**config.mk**
```make
export PLATFORM = sky130hd
export DESIGN_NAME = q_flop_unit
export DESIGN_NICKNAME = d
export VERILOG_FILES = /design/src/rtl/q_pkg.sv /design/src/rtl/q_flop_cell.sv /design/src/rtl/q_flop_unit.sv
export SDC_FILE = /design/constraint.sdc
export NUM_CORES = 1
export LEC_CHECK = 0
export ABC_AREA = 1
export CAP_MARGIN = 10
export CORE_UTILIZATION = 50
export CTS_CLUSTER_SIZE = 10
export DETAILED_ROUTE_END_ITERATION = 12
export PLACE_DENSITY = 0.71
export SYNTH_ARGS = -nofsm -noshare
export SYNTH_HDL_FRONTEND = slang
export SYNTH_SLANG_ARGS = --single-unit
export TNS_END_PERCENT = 50
```
**constraint.sdc**
```tcl
create_clock -name clk -period 1.2 [get_ports clk]
set_input_delay 0.12 -clock clk [delete_from_list [all_inputs] [get_ports clk]]
set_output_delay 0.12 -clock clk [all_outputs]
set_load 0.1 [all_outputs]
```
**src/rtl/q_pkg.sv**
```systemverilog
// rtl/q_pkg.sv - shared constants and types for the Q-flop pipeline stage core
// Contents: default N / RESOLVE_CYCLES / META_EXTRA, resolve counter width,
//           Q-clock state type.
package q_pkg;

    localparam int N_DEF              = 5;
    localparam int RESOLVE_CYCLES_DEF = 2;
    localparam int META_EXTRA_DEF     = 3;

    // Width of each delay term (RESOLVE_CYCLES and META_EXTRA are both 0..15).
    localparam int CNT_W = 4;

    typedef enum logic {
        LCLK_LOW  = 1'b0,
        LCLK_HIGH = 1'b1
    } lclk_state_t;

endpackage

```
**src/rtl/q_flop_cell.sv**
```systemverilog
// rtl/q_flop_cell.sv - single Q-flop: capture, resolve countdown, ack and q
// Ports:
//   clk, rst      system clock, synchronous active-low reset
//   capture       one-cycle pulse on the local clock rising edge
//   lclk          local Q-clock level (ack is withdrawn while it is low)
//   start         forces q to 0 on any edge
//   d, meta       data bit and metastability injection, sampled at capture
//   q, ack        resolved output and resolution acknowledge
import q_pkg::*;

module q_flop_cell #(
    parameter int RESOLVE_CYCLES = RESOLVE_CYCLES_DEF,
    parameter int META_EXTRA     = META_EXTRA_DEF
) (
    input  logic clk,
    input  logic rst,
    input  logic capture,
    input  logic lclk,
    input  logic start,
    input  logic d,
    input  logic meta,
    output logic q,
    output logic ack
);

    // The loaded delay is the sum of two CNT_W-bit terms, so one extra bit.
    localparam int CW = CNT_W + 1;

    logic [CW-1:0] cnt;
    logic          stored;
    logic          resolve;

    // Resolution happens on the edge where the countdown reaches zero.
    assign resolve = !capture && (cnt == CW'(1));

    always_ff @(posedge clk) begin
        if (!rst) begin
            cnt    <= '0;
            stored <= 1'b0;
            ack    <= 1'b0;
            q      <= 1'b0;
        end else begin
            if (capture) begin
                stored <= d;
                cnt    <= CW'(RESOLVE_CYCLES) + (meta ? CW'(META_EXTRA) : CW'(0));
            end else if (cnt != '0) begin
                cnt <= cnt - CW'(1);
            end

            // A rise can only come from the countdown, which runs while lclk
            // is high, so rise and fall never compete on the same edge.
            if (resolve) begin
                ack <= 1'b1;
            end else if (ack && !lclk) begin
                ack <= 1'b0;
            end

            if (start) begin
                q <= 1'b0;
            end else if (resolve) begin
                q <= stored;
            end
        end
    end

endmodule

```
**src/rtl/q_flop_unit.sv**
```systemverilog
// rtl/q_flop_unit.sv - N Q-flops with local Q-clock generator and C-element join
// Ports:
//   clk, rst   system clock, synchronous active-low reset
//   start      synchronous flop clear (q forced to 0 while high)
//   d, meta    per-flop data and metastability injection
//   q, ack     per-flop resolved outputs and acknowledges
//   cel_ack    C-element rendezvous of all ack bits
//   lclk       local Q-clock
import q_pkg::*;

module q_flop_unit #(
    parameter int N              = N_DEF,
    parameter int RESOLVE_CYCLES = RESOLVE_CYCLES_DEF,
    parameter int META_EXTRA     = META_EXTRA_DEF
) (
    input  logic         clk,
    input  logic         rst,
    input  logic         start,
    input  logic [N-1:0] d,
    input  logic [N-1:0] meta,
    output logic [N-1:0] q,
    output logic [N-1:0] ack,
    output logic         cel_ack,
    output logic         lclk
);

    lclk_state_t state;
    logic        lclk_d;
    logic        capture;

    assign capture = lclk && !lclk_d;

    // Q-clock: each phase lasts until the C-element has caught up with it,
    // so the period stretches with the slowest flop's resolution.
    always_ff @(posedge clk) begin
        if (!rst) begin
            state   <= LCLK_LOW;
            lclk    <= 1'b0;
            lclk_d  <= 1'b0;
            cel_ack <= 1'b0;
        end else begin
            lclk_d <= lclk;

            // C-element: mixed acks hold the previous value.
            if (&ack) begin
                cel_ack <= 1'b1;
            end else if (~|ack) begin
                cel_ack <= 1'b0;
            end

            case (state)
                LCLK_LOW: begin
                    if (!cel_ack) begin
                        state <= LCLK_HIGH;
                        lclk  <= 1'b1;
                    end
                end
                LCLK_HIGH: begin
                    if (cel_ack) begin
                        state <= LCLK_LOW;
                        lclk  <= 1'b0;
                    end
                end
                default: begin
                    state <= LCLK_LOW;
                    lclk  <= 1'b0;
                end
            endcase
        end
    end

    for (genvar i = 0; i < N; i++) begin : g_cell
        q_flop_cell #(
            .RESOLVE_CYCLES (RESOLVE_CYCLES),
            .META_EXTRA     (META_EXTRA)
        ) u_cell (
            .clk     (clk),
            .rst     (rst),
            .capture (capture),
            .lclk    (lclk),
            .start   (start),
            .d       (d[i]),
            .meta    (meta[i]),
            .q       (q[i]),
            .ack     (ack[i])
        );
    end

endmodule

```
After elaboration in Yosys (flattened, before gate mapping)
Index checks and enable logic that the tools add are counted.
Storage, ports and cells
  flip-flop bits (word level): 44
  input port bits: 13
  output and inout bits: 12
Cells by class
  add/subtract/negate cells: 10
  eq/ne operators: 8
  mux-type cells: 31
  bitwise logic cells: 2
  reductions and logical operators: 33
Operator list (number)
  5-bit two-way mux: 10
  3-bit by 5-bit adder with 5-bit output, first input constant: 5
  5-bit by 1-bit == test with 1-bit output, second input constant: 5
  5-bit nonzero test: 5
  5-bit by 1-bit subtractor with 5-bit output, second input constant: 5
  2-bit nonzero test: 10
  1-bit two-way mux: 15
  1-bit logical AND: 11
  2-bit two-way mux: 5
  2-bit inequality test, second input constant: 3
  5-bit AND reduction: 1
  5-bit OR reduction: 1
  1-bit logical NOT: 3
  1-bit NOT: 2
  1-bit case mux with 2 select lines: 1
  2-bit AND reduction: 1
  2-bit OR reduction: 1

Longest topological paths before layout
  depth in word-level cells: 5
  gate-level depth with buffers: 8

Modules after synthesis
Synthesis repeated with hierarchy kept, for this count alone.
Second synthesis, totals
  cell total of the unflattened synthesis: 328
  area total of the unflattened synthesis: 2219.6 um2
By module, submodules not included
  q_flop_cell: instances 5, cells an instance 61, area an instance 412.9 um2, seq. area each 160.2 um2
  q_flop_unit: instances 1, cells an instance 23, area an instance 155.1 um2, seq. area each 80.1 um2

Least setup slack after synthesis
No wires, ideal clock.
  path type: reg-to-reg
  start point: register lclk
  end point: register g_cell[2].u_cell.cnt[1]
  setup time: 0.111 ns
  arrival time: 1.613 ns
  setup slack: -0.524 ns
  cell stages (with the launch flop): 7
  path buffers: 1
  clock period less this slack: 1.724 ns
  path through: dfxtp_1 -> nand2_4 -> buf_6 -> nor2_2 -> a21oi_1 -> nor2_1 -> nor2_1
Between the ends
  word-level cells in the longest chain between the ends: 2
Ends and longest elaborated chain
  start: declaration: line q_flop_unit.sv:24  | output logic lclk
  start signal: assignment: line q_flop_unit.sv:38  | lclk <= 1'b0;
  start signal: assignment: line q_flop_unit.sv:55  | lclk <= 1'b1;
  start signal: assignment: line q_flop_unit.sv:61  | lclk <= 1'b0;
  1-bit logical AND (*): line q_flop_unit.sv:31  | assign capture = lclk && !lclk_d;
  5-bit two-way mux or 2-bit nonzero test (tied branches)
  end signal: assignment: line q_flop_cell.sv:45  | cnt <= CW'(RESOLVE_CYCLES) + (meta ? CW'(META_EXTRA) : CW'(0));
  end signal: assignment: line q_flop_cell.sv:47  | cnt <= cnt - CW'(1);
  end: declaration: line q_flop_cell.sv:29  | logic [CW-1:0] cnt;
Every way passes the cells marked *; elsewhere a longest branch is shown, timed or not.
A chain may end at the register's enable or synchronous reset.

Worst setup path after layout
  start point: register g_cell[2].u_cell.cnt[1]
  end point: register g_cell[2].u_cell.cnt[3]
Between the ends
  word-level cells in the longest chain between the ends: 3
Ends and longest elaborated chain
  5-bit by 1-bit subtractor with 5-bit output: line q_flop_cell.sv:47
  5-bit two-way mux: line q_flop_cell.sv:46  | end else if (cnt != '0) begin
  5-bit two-way mux: line q_flop_cell.sv:43  | if (capture) begin
Several ways; a longest one is shown, not always the timed one. The select of a mux whose other input is x is not followed.

==> out/results.ini <==
[status]
status = complete, no violations

[timing]
max-slew-margin-rel_pct = 76.2
setup_viol = 0
tightestPinTransition_ps = 354
period_share_pct = 96.3
setup_slack_ps = 44.3
slew_viol_final = 0
period_minus_slack_ps = 1160
hold_violations = 0
timing.clock.skew_ps = 5.87
fmaxAchievable_ghz = 0.865

[drt]
drt-wirelength-per-cell_um = 11.4
dr.first_iter.drc_count = 89
firstDrtPassIters = 4
via_count = 1927
routed_via_density = 4.87
route.final.wire_length_mm = 4.51
post_detailed_route_drc_marker_count = 0
route.antenna.remaining_nets = 0

[global_routing]
groute.usage.overall_pct = 19.4
grt_antenna_before_repair = 0
first_global_vias = 1742
grt_pass1_wl_mm = 7.43
gr-total-overflow = 0
largest_net_degree_at_the_start_of_global_routing = 23

[final_layout]
drive_gt1_share_pct = 28.5
mostFrequentLayoutCell = sky130_fd_sc_hd__nand2_1
multiInputGateArea_um2 = 1190
layout.area.seq_um2 = 892
mostFrequentLayoutCells = sky130_fd_sc_hd__nand2_1 (47), sky130_fd_sc_hd__nor2_1 (42), sky130_fd_sc_hd__dfxtp_1 (37)
n_antenna_cell = 0
num-nets-final = 366
area_delta_synth_final_pct = 32.5
finish.cell_count_without_fillers = 396
fill_cells = 360

[die]
die_x_um = 69.0
die_h_um = 69.0
core_region_area_um2 = 4320
rows = 24
ports = 25
initial_utilization_pct = 51.9
design.die.area_um2 = 4760

[placed_design]
gp_congestion = 0.803
final_hpwl_from_detailed_placement_mm = 3.31
place_worst_setup_slack_ps = -77.9
io_buffers = 24
place.detailed.instances = 385

[clock_network]
cts-hold-fix-buffers = 0
cts-root-buf = sky130_fd_sc_hd__clkbuf_8
cts_htree_levels = 2
cts-buffers-inserted = 5
clkLatencyLatePin_ps = 300
clock-sinks = 44
cts_tree = done
max-clock-path-buffers = 2
clk_pin_slew_worst_paths_ps = 80

[yosys]
synth_top_cells_by_area = sky130_fd_sc_hd__dfxtp_1 (39%), sky130_fd_sc_hd__nand2_1 (9.2%), sky130_fd_sc_hd__nor2_1 (7.2%), sky130_fd_sc_hd__inv_1 (6.7%), sky130_fd_sc_hd__ha_1 (5.6%)
sequential_area_share_after_synthesis_pct = 39.2
ys_warn_count = 0
synth-edff-count = 0
ys_types = 24
synth.avg_cell_area_um2 = 7.36
synth_largest_area_cell = sky130_fd_sc_hd__dfxtp_1
synth.ff_latch_count = 44
synth_cells = 305
async_reset_ff_share_pct = 0
syn-num-nets = 328
yosys.area.top_type_share_pct = 39.2
synthesis.area_um2 = 2250
synth_ff_type = sky130_fd_sc_hd__dfxtp_1

[critical_path]
worst-path-max-fanout = 5
critical_path_required_ps = 1390
critPathLaunchType = register
timing.setup.critical_path_class = register to register
worst_setup_ep_type = register
crit_arrival_ps = 1350

[flow_run]
max_cap_viol = 0

[power_and_ir_drop]
power.clock.fraction_pct = 13.9
power.share.switching_pct = 42.1
leak_pwr_uw = 0.00131
power_per_cell_area_nw_per_um2 = 2300
cell_internal_pwr_uw = 3960
total_switching_power_uw = 2880
share_seq_of_total_power_pct = 31.8
vdd_ir_drop_max_mv = 1.12
comb_power_share_pct = 54.3

[min_path]
hold_path.class = register to register

-- cells by family (layout without fill, tap and decap cells) --
family / count (synthesis) / count (layout) / share of synthesized area [%]
buffers and inverters: 61 / 100 / 13.4
flip-flops: 44 / 44 / 39.2
AND/OR/NAND/NOR: 142 / 142 / 29.9
adder cells (fa/ha/maj): 10 / 10 / 5.57
XOR/XNOR: 6 / 6 / 2.34
AO/OA/AOI/OAI: 42 / 42 / 9.64
-- power by group through the flow --
stage / clock network (uW) / logic [uW] / registers (uW)
floorplan: 0 / 2260 / 2100
global placement: 0 / 3050 / 2140
detailed placement: 0 / 3120 / 2150
CTS: 982 / 3260 / 2140
global route: 1030 / 4100 / 2230
finish: 951 / 3720 / 2180
-- path summary, 6_finish.rpt --
path / startpoint / end / slack, ps / cells after the start
max: g_cell[2].u_cell.cnt[1] / g_cell[2].u_cell.cnt[3] / 40 / 7
min: state / lclk / 430 / 1
max reg2reg: g_cell[2].u_cell.cnt[1] / g_cell[2].u_cell.cnt[3] / 40 / 7
min reg2reg: state / lclk / 430 / 1
-- metrics by stage --
| stage | util [%] | hold WS, ps | instance area, um^2 | power [uW] | setup TNS, ps |
|---|---|---|---|---|---|
| 2_1_floorplan | - | 285 | 2250 | 4360 | 0 |
| 3_3_place_gp | 63.1 | 414 | 2730 | 5190 | -173 |
| 3_5_place_dp | 63.1 | 419 | 2730 | 5270 | -558 |
| 4_1_cts | 66.0 | 432 | 2850 | 6380 | 0 |
| 5_1_grt | 68.8 | 458 | 2980 | 7360 | -94.5 |
| 6_report | 68.8 | 434 | 2980 | 6850 | 0 |
-- layout make-up --
| class | instances | share of cell area [%] |
|---|---|---|
| clock buffer | 8 | 3.03 |
| inverter | 43 | 5.42 |
| multi-input combinational | 200 | 40.1 |
| sequential | 44 | 30.0 |
| tap | 52 | 2.19 |
| timing repair buffer | 49 | 19.3 |
-- flip-flops by register name (all words and copies together), names as in the netlist --
register              count
cel_ack                   1
g_cell.u_cell.ack         5
g_cell.u_cell.cnt        25
g_cell.u_cell.q           5
g_cell.u_cell.stored      5
lclk                      1
lclk_d                    1
state                     1
-- metal layers --
layer,track usage [%],routed length (um),vias up
met4,7.48,76,0
met2,33.9,2190,29
met1,23.0,2120,851
met5,0,0,-
li1,-,-,1038
met3,4.53,125,9
-- repair_timing --
action / CTS / global route
setup endpoints to repair: 4 / 17
resized for setup: 9 / 34
pin swaps: 4 / 17
buffers inserted: 1 / 2
-- Yosys cell counts, types with 6 or more instances --
master                    number
sky130_fd_sc_hd__a21oi_1      23
sky130_fd_sc_hd__buf_4        12
sky130_fd_sc_hd__dfxtp_1      44
sky130_fd_sc_hd__ha_1         10
sky130_fd_sc_hd__inv_1        40
sky130_fd_sc_hd__nand2_1      55
sky130_fd_sc_hd__nand3_1       6
sky130_fd_sc_hd__nand4_1      10
sky130_fd_sc_hd__nor2_1       43
sky130_fd_sc_hd__nor2_2        8
sky130_fd_sc_hd__nor3_1       10
sky130_fd_sc_hd__o21ai_0      10
sky130_fd_sc_hd__xor2_1        6
-- worst max-delay path: stages, from the launching register on --
cell                      delay [ps]
sky130_fd_sc_hd__dfxtp_1         320
sky130_fd_sc_hd__inv_2            50
sky130_fd_sc_hd__ha_2            180
sky130_fd_sc_hd__nand2_2          70
sky130_fd_sc_hd__nor2_4          180
sky130_fd_sc_hd__nand2_2          70
sky130_fd_sc_hd__a21oi_2         130
sky130_fd_sc_hd__nor2_1           50
No activity file was read; power rests on OpenSTA's default activity.
